==> src/rtl/transmision_dac.sv <==
// transmision_dac: serial transmitter for a DAC121S101-class 12-bit DAC.
// Shifts a 16-bit frame {2'b00, pd_mode, sample} out MSB first on DIN,
// framed by an active-low SYNC and clocked by SCLK (idles high).
// Optional macro DAC_SIGNED_EN: treat data_in as two's complement and
// convert it to offset binary by inverting bit 11 before transmission.
module transmision_dac #(
  parameter int CLK_DIV = 4,
  parameter int QUIET   = 8
) (
  input  logic        clk,
  input  logic        reset,
  input  logic        start,
  input  logic [1:0]  pd_mode,
  input  logic [11:0] data_in,
  output logic        SCLK,
  output logic        SYNC,
  output logic        DIN,
  output logic        busy,
  output logic        tx_done_tick
);

  localparam int DW = $clog2(CLK_DIV + 1);
  localparam int QW = $clog2(QUIET + 1);
  localparam logic [DW-1:0] DIV_LAST   = DW'(CLK_DIV - 1);
  localparam logic [QW-1:0] QUIET_LAST = QW'(QUIET - 1);

  localparam logic [1:0] S_IDLE  = 2'd0;
  localparam logic [1:0] S_SHIFT = 2'd1;
  localparam logic [1:0] S_QUIET = 2'd2;

  logic [1:0]    state_q, state_d;
  logic [DW-1:0] div_q, div_d;
  logic [3:0]    bit_q, bit_d;
  logic [QW-1:0] quiet_q, quiet_d;
  logic [15:0]   shift_q, shift_d;
  logic          sclk_q, sclk_d;
  logic          sync_q, sync_d;
  logic          busy_q, busy_d;
  logic          done_q, done_d;
  logic [15:0]   frame;

`ifdef DAC_SIGNED_EN
  assign frame = {2'b00, pd_mode, ~data_in[11], data_in[10:0]};
`else
  assign frame = {2'b00, pd_mode, data_in};
`endif

  // Next-state logic: DIN is the shift register MSB, cleared outside SHIFT
  always_comb begin
    state_d = state_q;
    div_d   = div_q;
    bit_d   = bit_q;
    quiet_d = quiet_q;
    shift_d = shift_q;
    sclk_d  = sclk_q;
    sync_d  = sync_q;
    busy_d  = busy_q;
    done_d  = 1'b0;
    case (state_q)
      S_IDLE: begin
        if (start) begin
          state_d = S_SHIFT;
          shift_d = frame;
          div_d   = '0;
          bit_d   = '0;
          sync_d  = 1'b0;
          sclk_d  = 1'b1;
          busy_d  = 1'b1;
        end
      end
      S_SHIFT: begin
        if (div_q == DIV_LAST) begin
          div_d = '0;
          if (sclk_q) begin
            sclk_d = 1'b0;
          end else if (bit_q == 4'd15) begin
            state_d = S_QUIET;
            quiet_d = '0;
            shift_d = '0;
            sclk_d  = 1'b1;
            sync_d  = 1'b1;
            done_d  = 1'b1;
          end else begin
            sclk_d  = 1'b1;
            shift_d = {shift_q[14:0], 1'b0};
            bit_d   = bit_q + 4'd1;
          end
        end else begin
          div_d = div_q + 1'b1;
        end
      end
      S_QUIET: begin
        if (quiet_q == QUIET_LAST) begin
          state_d = S_IDLE;
          quiet_d = '0;
          busy_d  = 1'b0;
        end else begin
          quiet_d = quiet_q + 1'b1;
        end
      end
      default: begin
        state_d = S_IDLE;
        shift_d = '0;
        sclk_d  = 1'b1;
        sync_d  = 1'b1;
        busy_d  = 1'b0;
      end
    endcase
  end

  // State and registered outputs, synchronous reset aborts any frame
  always_ff @(posedge clk) begin
    if (reset) begin
      state_q <= S_IDLE;
      div_q   <= '0;
      bit_q   <= '0;
      quiet_q <= '0;
      shift_q <= '0;
      sclk_q  <= 1'b1;
      sync_q  <= 1'b1;
      busy_q  <= 1'b0;
      done_q  <= 1'b0;
    end else begin
      state_q <= state_d;
      div_q   <= div_d;
      bit_q   <= bit_d;
      quiet_q <= quiet_d;
      shift_q <= shift_d;
      sclk_q  <= sclk_d;
      sync_q  <= sync_d;
      busy_q  <= busy_d;
      done_q  <= done_d;
    end
  end

  assign SCLK         = sclk_q;
  assign SYNC         = sync_q;
  assign DIN          = shift_q[15];
  assign busy         = busy_q;
  assign tx_done_tick = done_q;

endmodule

==> config.mk <==
export PLATFORM = sky130hd
export DESIGN_NAME = transmision_dac
export DESIGN_NICKNAME = d
export VERILOG_FILES = /design/src/rtl/transmision_dac.sv
export SDC_FILE = /design/constraint.sdc
export NUM_CORES = 1
export LEC_CHECK = 0
export ABC_AREA = 0
export BUFFER_PORTS_ARGS = -buffer_cell sky130_fd_sc_hd__buf_4
export CAP_MARGIN = 10
export CORE_ASPECT_RATIO = 0.8
export CORE_UTILIZATION = 56
export CTS_CLUSTER_SIZE = 14
export DETAILED_ROUTE_END_ITERATION = 10
export PLACE_DENSITY = 0.79
export SYNTH_ARGS = -nofsm -noshare
export SYNTH_HDL_FRONTEND = slang
export SYNTH_SLANG_ARGS = --single-unit
==> constraint.sdc <==
create_clock -name clk -period 2.25 [get_ports clk]
set_input_delay 0.45 -clock clk [delete_from_list [all_inputs] [get_ports clk]]
set_output_delay 0.45 -clock clk [all_outputs]
set_load 0.03 [all_outputs]
==> results by group, run 1 <==
Status
  – Status: finished clean

STA
  – Clk_skew: 0.00597 ns
  – Final Max Slew Viols: 0
  – Final worst slack: 0.454 ns
  – Final setup viols: 0
  – Final hold violation count: 0
  – Setup repair after global routing missed its margin: no
  – Slew @ Worst Pin: approximately 0.70 ns
  – Peak Freq: 557 MHz
  – Setup Total Neg Slack: 0 ns
  – Tcrit/Tclk final: 79.8%
  – Min Clock Period, post-route: 1.80 ns
  – Slew headroom: 53.3%

Route
  – Via count: 1,376
  – Vias/cell: 6.04
  – Pre-antenna DRT Iters: 4
  – Wire length per cell: 14.5 µm
  – Remaining antenna violation count: 0
  – Drt drc: 0
  – DR iter-0 viols: 85
  – Routed Wire Length: 3310 µm

Layout
  – Inserted Diodes: 0
  – Share of cells above drive strength 1: 24.0%
  – Final #Nets: around 210
  – Area grow syn2layout: 10.3%

Synth
  – Primary FF master, synth: dfxtp_1
  – Synthesized area: 1600 µm²
  – Syn Area/Cell: 9.20 µm²
  – Post-synth EDFFs: 0
  – Synth area leader: dfxtp_1
  – Synth area leaders: dfxtp_1, a221oi_2, nor3_1
  – Number of synthesized register bits: 33
  – Synth Warn #: 0
  – Async SR Flop Fraction: 0%
  – Sequential-to-total area share from yosys stat: between 40% and 50%
  – Cells after synthesis: ~170
  – Yosys cell types: 46
  – Area fraction of the dominant cell type after synthesis: 41.3%
  – Syn Nets: 194

CTS
  – Inserted Clock Buffers: 5
  – Cts-stage hold buffer count: 0
  – Clk pin slew, worst setup/hold paths: 0.10 ns
  – H-tree Lvls: 2
  – Worst-skew pair later-pin latency: 0.34 ns
  – CTS sink count: 33
  – Post-CTS Setup Repair Bufs: 0
  – Cts repair resizes: 0
  – Root buffer cell: clkbuf_4
  – CTS tree: done
  – Max clock buf depth: 2

Die
  – Core footprint: 2580 µm²
  – IO Pins: 22
  – Initial core utilization: ~62%
  – Die ar.: 3080 µm²
  – Row cnt: 16
  – Die H: about 50 µm
  – Chip width: 61.8 µm

Place
  – Gp weighted congestion: 0.770
  – Detail Placement HPWL: 2240 µm
  – PortBufs: 21
  – Pre-CTS setup slack: roughly 0.45 ns

Power and ir drop
  – Leakage power: 0.673 nW
  – Net switching power: ~330 µW
  – Part of the power in registers: 56.4%
  – Clock power frac: 28.8%
  – Worst vdd ir: 0.332 mV
  – Gate power share: 14.8%
  – Sw Ratio: 28.9%
  – Cell Int Power: 807 µW
  – Power Dens Cells: 643 nW/µm²

Worst setup path
  – Slowest-stage cell, CP: nor3b_4
  – CP Data Required Time: 2.47 ns
  – Critical Path Source Type: flip-flop
  – Crit. End Element: flip-flop
  – Largest stage delay, worst path: 0.47 ns
  – Crit path arrival time: 2.02 ns
  – Cells along the critical path: ha_1 > nor3b_4 > o22ai_4 > a221oi_1 > nor3_1
  – R2r setup slk: 0.45 ns
  – Max FO, Critical Path: 16
  – Setup CP Type: flip-flop to flip-flop

Global routing
  – GRT overflow: 0
  – Initial antenna violation count: 0
  – Largest net degree at the start of global routing: 35
  – Gr usage total: 24.8%
  – First-pass GRT wire length: 5710 µm
  – Number of global-route vias before repair: 1,340

Job
  – Max Cap Viol: 0

Hold path
  – Min-Delay Path Class: input port to flip-flop
## cell usage in the layout, fill, tap and decap left out, types with 2 or more instances in the layout
master,count
clkbuf_4,5
clkinv_2,2
nor2b_1,4
a211oi_1,2
o21bai_1,2
and2b_1,2
a31oi_1,2
buf_4,22
a221oi_1,7
inv_1,7
nand2b_1,4
nand3_1,10
a21oi_1,11
dfxtp_1,33
ha_1,3
a221oi_2,6
nor3_1,17
nor2_1,19
nand2_1,7
o21ai_0,3
## path summary, 6_finish.rpt
kind / startpoint / end / cells past startpoint
worst max-delay path: div_q[0]$_SDFFE_PP0P_ / shift_q[7]$_SDFFE_PP0P_ / 5
worst min-delay path: data_in[0] / shift_q[0]$_SDFFE_PP0P_ / 3
worst max register to register: div_q[0]$_SDFFE_PP0P_ / shift_q[7]$_SDFFE_PP0P_ / 5
worst min register to register: shift_q[14]$_SDFFE_PP0P_ / shift_q[14]$_SDFFE_PP0P_ / 2
## metrics by stage
| step | instance area (µm²) | hold WS [ns] | cells | util (%) | total power, mW |
|---|---|---|---|---|---|
| floorplan | 1600 | 0.432 | 174 | - | 0.783 |
| global placement | 1710 | 0.440 | 220 | 66.3 | 0.811 |
| detailed placement | 1710 | 0.466 | 220 | 66.3 | 0.820 |
| CTS | 1770 | 0.360 | 228 | 68.4 | 1.14 |
| global route | 1770 | 0.380 | 228 | 68.4 | 1.18 |
| finish | 1770 | 0.370 | 228 | 68.4 | 1.14 |
## worst max-delay path, delay by kind of cell, from the launching register on
| family | cells | cell delay, ns |
|---|---|---|
| AOI/OAI and AO/OA | 2 | 0.55 |
| adders and majority gates | 1 | 0.20 |
| DFF | 1 | 0.37 |
| and+or+nand+nor | 2 | 0.55 |
## flip-flops by register name, indices dropped and copies added, names as in the netlist
signal        cells
quiet_q           4
busy              1
bit_q             4
shift_q          16
tx_done_tick      1
SYNC              1
SCLK              1
div_q             3
state_q           2
## Yosys cell counts, drive strengths merged, types with 2 or more instances
library cell,number
dfxtp,33
nor2,20
nor3,18
a221oi,13
a21oi,12
nand3,10
buf,8
inv,7
nand2,7
nand2b,5
nor2b,5
clkbuf,4
ha,3
o21ai,3
a211oi,2
a31oi,2
and2,2
and2b,2
nor3b,2
o21bai,2
o22ai,2
## kinds of logic after synthesis
kind of cell | count (synthesis) | synth area share, %
buf+inv | 19 | 7.89
xor+xnor | 2 | 1.09
fa+ha+maj | 3 | 2.34
flops | 33 | 41.2
compound gates | 43 | 22.6
simple gates | 74 | 24.8
## layout make-up
cell class,instances,area (µm²)
fillers,215,816
clock buffers,5,37.5
flip-flops and latches,33,661
repair buffers,22,165
well taps,36,45.0
inverters,7,26.3
clock inverters,3,17.5
multi-input cells,122,815
## layer usage
metal  GRT usage, %  part of all wire [%]  vias up
li1               -                     -      670
met4           9.26                   1.4        0
met5              0                     0        -
met1           28.3                    45      669
met2           42.5                    50       30
met3           7.61                   4.1        7
## power groups by stage
stage	registers (mW)	clock network (mW)	logic [mW]
3_3_place_gp	0.651	0	0.160
5_1_grt	0.644	0.354	0.186
4_1_cts	0.640	0.333	0.168
3_5_place_dp	0.653	0	0.167
2_1_floorplan	0.651	0	0.132
6_report	0.640	0.327	0.168
(Power assumes the default switching activity.)
==> inputs of run 2 (changes only) <==
- ABC_AREA: 0 -> 1
- CORE_UTILIZATION: 56 -> 50
- PLACE_DENSITY: 0.79 -> 0.75
- clock period: 2.25 -> 1.5 ns (I/O delays scaled with it)
==> run 2 against run 1 <==
Against the previous run: core utilization down 2.5 points; clock power up 95%; count of clock-buffer cells in the layout up 1; fmax up 29%; setup slack worse by 0.34 ns; synthesized cell count up 33%; routed wire length up 0.24%; final area up 7.2%.
==> results by group, run 2 <==
STA
  – Min Clock Period, post-route: between 1 and 1.5 ns
  – Final hold violation count: 0
  – Setup Total Neg Slack: 0 ns
  – Setup repair after global routing missed its margin: yes
  – Hold slack: 0.280 ns
  – Slew headroom: 76.8%
  – Final setup viols: 0
  – Peak Freq: 720 MHz
  – Slew @ Worst Pin: 0.345 ns
  – Tcrit/Tclk final: 92.5%
  – Final Max Slew Viols: 0
  – Clk_skew: 0.00596 ns

Die
  – Chip width: around 65 µm
  – Core footprint: 2870 µm²
  – Die H: between 50 and 60 µm
  – Initial core utilization: between 50 and 60%
  – Row cnt: 17
  – IO Pins: 22
  – Die ar.: around 3400 µm²

Layout
  – Inserted Diodes: 0
  – Final Cell Area: 1890 µm²
  – Final #Nets: 282
  – Most common cell after layout, fill and taps aside: nand2_1
  – Regs by FF count: shift_q x16, bit_q x4, quiet_q x4
  – Share of cells above drive strength 1: 18.3%
  – Most frequent cells in the layout: nand2_1, dfxtp_1, buf_4
  – Max reg flops: 16
  – Biggest register: shift_q
  – Area grow syn2layout: 21.0%

CTS
  – Clk pin slew, worst setup/hold paths: approximately 0.070 ns
  – CTS sink count: 33
  – Cts repair resizes: 0
  – Max clock buf depth: 2
  – Post-CTS Setup Repair Bufs: 0
  – Cts-stage hold buffer count: 0
  – H-tree Lvls: 2
  – CTS tree: done
  – Root buffer cell: clkbuf_8
  – Inserted Clock Buffers: 5
  – Worst-skew pair later-pin latency: 0.28 ns

Synth
  – Async SR Flop Fraction: 0%
  – Synth area leader: dfxtp_1
  – Post-synth EDFFs: 0
  – XOR/XNOR share of the synthesized area: about 1.1%
  – Simple-Gate Fraction of Synth Area: 39.6%
  – Sequential-to-total area share from yosys stat: between 40% and 50%
  – Largest family of logic cells by synthesized area: simple AND/OR/NAND/NOR gates
  – Most common cell in the netlist: nand2_1
  – Complex-gate fraction of the synthesized area: 7.84%
  – Synthesized area: 1560 µm²
  – Cells after synthesis: roughly 230
  – Mux cell area share after synthesis: 0%
  – Yosys cell types: 22
  – Synth cell count leaders: nand2_1, dfxtp_1, nand3_1
  – Primary FF master, synth: dfxtp_1
  – Synth Warn #: 0
  – Syn Area/Cell: 6.77 µm²
  – Area fraction of the dominant cell type after synthesis: a little over two fifths
  – Number of synthesized register bits: 33
  – Syn Nets: 251
  – Adder-Cell Fraction of Synth Area: 2.40%
  – Synth area leaders: dfxtp_1, nand2_1, nand3_1

Place
  – Detail Placement HPWL: between 2000 and 2500 µm
  – Gp weighted congestion: 0.809
  – DP Area: 1800 µm²
  – PortBufs: 21

Route
  – Routed Wire Length: 3320 µm
  – Vias/cell: 4.90
  – Drt drc: 0
  – Wire length per cell: 11.0 µm
  – Pre-antenna DRT Iters: 4
  – Via count: 1,475
  – DR iter-0 viols: 98
  – Remaining antenna violation count: 0

Power and ir drop
  – Power Dens Cells: about 1000 nW/µm²
  – Gate power share: 18.7%
  – Part of the power in registers: 49.1%
  – Net switching power: 578 µW
  – Cell Int Power: 1.40 mW
  – Worst vdd ir: 0.637 mV
  – Sw Ratio: 29.2%
  – Leakage power: 0.934 nW
  – Clock power frac: 32.2%

Worst setup path
  – CP Data Required Time: 1.68 ns
  – Slowest-stage cell, CP: dfxtp_1
  – Reg-to-Reg End: bit_q[3]$_SDFFE_PP0P_
  – Crit path arrival time: 1.57 ns
  – Most frequent CP cell: nand2_1
  – Worst reg2reg path depth: 8
  – Largest stage delay, worst path: 0.32 ns
  – Critical Path Source Type: flip-flop
  – Setup CP Type: flip-flop to flip-flop
  – Cells along the critical path: ha_1 > nand2_1 > nand2_1 > nand2_1 > nor2_4 > buf_4 > o21ai_0 > nor2_1
  – R2r setup slk: 0.11 ns
  – Max FO, Critical Path: 7
  – Buf/Inv on CP: 1
  – Delay-heaviest family, CP: simple AND/OR/NAND/NOR gates
  – Crit. End Element: flip-flop
  – Origin of the critical flop-to-flop path: div_q[0]$_SDFFE_PP0P_

Global routing
  – GRT overflow: 0
  – M1 GR Usage: 29.7%
  – First-pass GRT wire length: 5740 µm
  – Global-route met2 utilization: 35.8%
  – Gr usage total: 22.9%
  – GR Util met3: 5.92%
  – GR peak layer: met2
  – Largest net degree at the start of global routing: 17
  – Initial antenna violation count: 0
  – Number of global-route vias before repair: ~1,300

Hold path
  – Min-Delay Path Class: input port to flip-flop
  – Worst Hold Launch: data_in[0]
  – Hold Path Stages: 3
  – Hold path endpoint: shift_q[0]$_SDFFE_PP0P_

Job
  – Max Cap Viol: 0

Status
  – Status: finished clean
[run 2: how the worst max path moves through the flow]
stage	cells past startpoint	endpoint	from	slack, ns
after floorplan	7	SYNC$_SDFFE_PP1P_	bit_q[0]$_SDFFE_PP0P_	0.20
after global placement	6	quiet_q[1]$_SDFFE_PP0P_	div_q[0]$_SDFFE_PP0P_	0.06
after detailed placement	7	bit_q[1]$_SDFFE_PP0P_	start	0.003
after CTS	6	bit_q[1]$_SDFFE_PP0P_	state_q[0]$_SDFFE_PP0P_	0.02
after global routing	8	bit_q[3]$_SDFFE_PP0P_	state_q[0]$_SDFFE_PP0P_	-0.005
final	8	bit_q[3]$_SDFFE_PP0P_	div_q[0]$_SDFFE_PP0P_	0.11
[run 2: cell families (layout without fill, tap and decap cells)]
kind of cell | after synthesis | after routing
buf+inv | 23 | 55
flops | 33 | 33
xor+xnor | 2 | 2
simple gates | 146 | 146
compound gates | 24 | 24
fa+ha+maj | 3 | 3
[run 2: metrics by stage]
step	power [mW]	instances	util (%)	setup slack, ns
final	1.98	301	65.9	0.112
after detailed placement	1.35	293	62.6	0.00314
after global routing	2.09	301	65.9	-0.00520
after CTS	1.99	301	65.5	0.0201
after global placement	1.35	293	62.6	0.0637
after floorplan	1.23	231	-	0.197
[run 2: per-layer routing]
metal	vias up	wire length, µm
met5	-	0
met4	0	34
met3	5	122
met2	24	1390
met1	648	1770
li1	798	-
[run 2: cell type report]
class	count	area [µm²]
fill	279	978
tap	38	47.5
clock inverter	2	10.0
inverter	16	62.6
multi-input combinational	175	806
sequential	33	662
clock buffer	6	72.6
timing repair buffer	31	233
[run 2: power by group through the flow]
stage | sequential, mW | clock, mW | combinational, mW
floorplan | 0.999 | 0 | 0.234
global placement | 0.991 | 0 | 0.359
detailed placement | 0.989 | 0 | 0.363
CTS | 0.971 | 0.656 | 0.367
global route | 0.981 | 0.692 | 0.413
finish | 0.973 | 0.638 | 0.370
[run 2: worst reg2reg max path, delay by kind of cell, from the launching register on]
kind            cells  cell delay, ns
compound gates      1            0.14
fa+ha+maj           1            0.21
buf+inv             1            0.17
flops               1            0.32
simple gates        5            0.46
==> inputs of run 3 (changes only) <==
==> constraint.sdc (replaced) <==
create_clock -name clk -period 1.5 [get_ports clk]
set_input_delay 0.15 -clock clk [delete_from_list [all_inputs] [get_ports clk]]
set_output_delay 0.15 -clock clk [all_outputs]
set_load 0.03 [all_outputs]
==> run 3 against run 2 <==
Against the previous run: setup slack improved by 0.017 ns; sequential power about the same; combinational power is 4% higher.
==> results by group, run 3 (synthesis gave the netlist of run 2 again) <==
Layout
  – Inserted Diodes: 0
  – Max reg flops: 16
  – Most common cell after layout, fill and taps aside: nand2_1
  – Fill cell count: 269
  – Area grow syn2layout: 21.7%
  – Most frequent cells in the layout: nand2_1, dfxtp_1, buf_4
  – Final #Nets: 284
  – Non-Filler Instances: 301
  – Regs by FF count: shift_q x16, bit_q x4, quiet_q x4
  – Final core utilization: about two thirds
  – Biggest register: shift_q
  – Share of cells above drive strength 1: between 10% and 20%

Route
  – DR iter-0 viols: 73
  – Routed Wire Length: 3460 µm
  – Wire length per cell: 11.5 µm
  – Met2 Wirelength: 1470 µm
  – Met1 Wirelength: 1740 µm
  – Drt drc: 0
  – Via count: ~1,500
  – Remaining antenna violation count: 0
  – Vias/cell: roughly 5
  – Wire length on met3: about 180 µm
  – Max layer used: met4
  – Pre-antenna DRT Iters: 4

Status
  – Status: finished clean

STA
  – Slew @ Worst Pin: 0.305 ns
  – Tcrit/Tclk final: 91.4%
  – Final hold violation count: 0
  – Clk_skew: 0.00667 ns
  – Peak Freq: 729 MHz
  – Final Max Slew Viols: 0
  – Final setup viols: 0
  – Slew headroom: 79.6%
  – Min Clock Period, post-route: ~1.4 ns

Worst setup path
  – Worst reg2reg path depth: 8
  – R2r setup slk: 0.13 ns
  – Max FO, Critical Path: 6
  – Origin of the critical flop-to-flop path: div_q[0]$_SDFFE_PP0P_
  – Reg-to-Reg End: shift_q[10]$_SDFFE_PP0P_
  – Crit. End Element: flip-flop
  – Critical Path Source Type: flip-flop
  – Crit path arrival time: 1.61 ns
  – CP Data Required Time: 1.74 ns
  – Setup CP Type: flip-flop to flip-flop

Place
  – Gp weighted congestion: 0.895
  – Detail Placement HPWL: 2420 µm
  – Cell Count Post-Placement: 294
  – PortBufs: 21

CTS
  – H-tree Lvls: 2
  – CTS sink count: 33
  – Clk pin slew, worst setup/hold paths: 0.06 ns
  – Worst-skew pair later-pin latency: 0.29 ns
  – CTS tree: done
  – Root buffer cell: clkbuf_8
  – Inserted Clock Buffers: 5
  – Max clock buf depth: 2
  – Cts-stage hold buffer count: 0

Job
  – Max Cap Viol: 0

Hold path
  – Min-Delay Path Class: input port to flip-flop
  – Worst Hold Launch: data_in[0]
  – Hold path endpoint: shift_q[0]$_SDFFE_PP0P_
  – Hold Path Stages: 3

Power and ir drop
  – Worst vdd ir: 0.697 mV
  – Leakage power: 0.937 nW
  – Power Dens Cells: a little over 1000 nW/µm²

Global routing
  – Initial antenna violation count: 0
  – First-pass GRT wire length: 5750 µm
  – Number of global-route vias before repair: 1,262
  – GRT overflow: 0
  – Gr usage total: 23.8%
  – Largest net degree at the start of global routing: 17

Die
  – Die H: 52.0 µm
  – IO Pins: 22
  – Chip width: 64.5 µm
  – Initial core utilization: a little over half
  – Die ar.: between 3000 and 4000 µm²
  – Row cnt: 17
  – Core footprint: between 2000 and 3000 µm²
-- run 3: layout make-up --
type	count	area, µm²	share of cell area (%)
Clock inverter	1	5.00	0.263
Clock buffer	5	68.8	3.62
Inverter	16	65.1	3.42
Timing Repair Buffer	33	251	13.2
Sequential cell	33	662	34.8
Multi-Input combinational cell	175	803	42.2
Tap cell	38	47.5	2.50
-- run 3: routing by layer --
layer,track usage [%],vias up
li1,-,805
met2,34.6,29
met3,9.21,4
met5,0,-
met1,31.0,652
met4,11.1,0
-- run 3: how the worst max path moves through the flow --
| stage | start | end | slack (ns) | cells after the start |
|---|---|---|---|---|
| after floorplan | bit_q[0]$_SDFFE_PP0P_ | SYNC$_SDFFE_PP1P_ | 0.20 | 7 |
| after global placement | bit_q[0]$_SDFFE_PP0P_ | quiet_q[1]$_SDFFE_PP0P_ | 0.11 | 6 |
| after detailed placement | state_q[1]$_SDFFE_PP0P_ | quiet_q[1]$_SDFFE_PP0P_ | 0.09 | 6 |
| after CTS | div_q[0]$_SDFFE_PP0P_ | shift_q[1]$_SDFFE_PP0P_ | 0.06 | 8 |
| after global routing | state_q[0]$_SDFFE_PP0P_ | bit_q[0]$_SDFFE_PP0P_ | -0.006 | 8 |
| final | div_q[0]$_SDFFE_PP0P_ | shift_q[10]$_SDFFE_PP0P_ | 0.13 | 8 |
-- run 3: what timing repair did --
item / 4_1_cts / 5_1_grt
gates resized for setup: 0 / 7
endpoints found under the setup margin: 0 / 23
buffers inserted: 0 / 1
-- run 3: critical path: stages, from the launching register on --
cell	delay [ns]
dfxtp_2	0.35
ha_1	0.16
nand2_1	0.09
nand2_2	0.11
nand2_1	0.09
nor2_4	0.19
buf_4	0.17
nand3_1	0.08
nand2_1	0.07
-- run 3: power breakdown --
group	switching (mW)	internal, mW
sequential	0.0387	0.934
clock	0.308	0.304
combinational	0.227	0.158
-- run 3: per-stage QoR --
step / hold slack [ns] / cell area [µm²] / power [mW] / setup slack [ns] / TNS, ns
finish: 0.141 / 1900 / 1.97 / 0.129 / 0
floorplan: 0.298 / 1560 / 1.23 / 0.197 / 0
global route: 0.133 / 1900 / 2.08 / -0.00645 / -0.00645
CTS: 0.131 / 1880 / 1.97 / 0.0628 / 0
global placement: 0.411 / 1810 / 1.35 / 0.112 / 0
detailed placement: 0.435 / 1810 / 1.36 / 0.0883 / 0
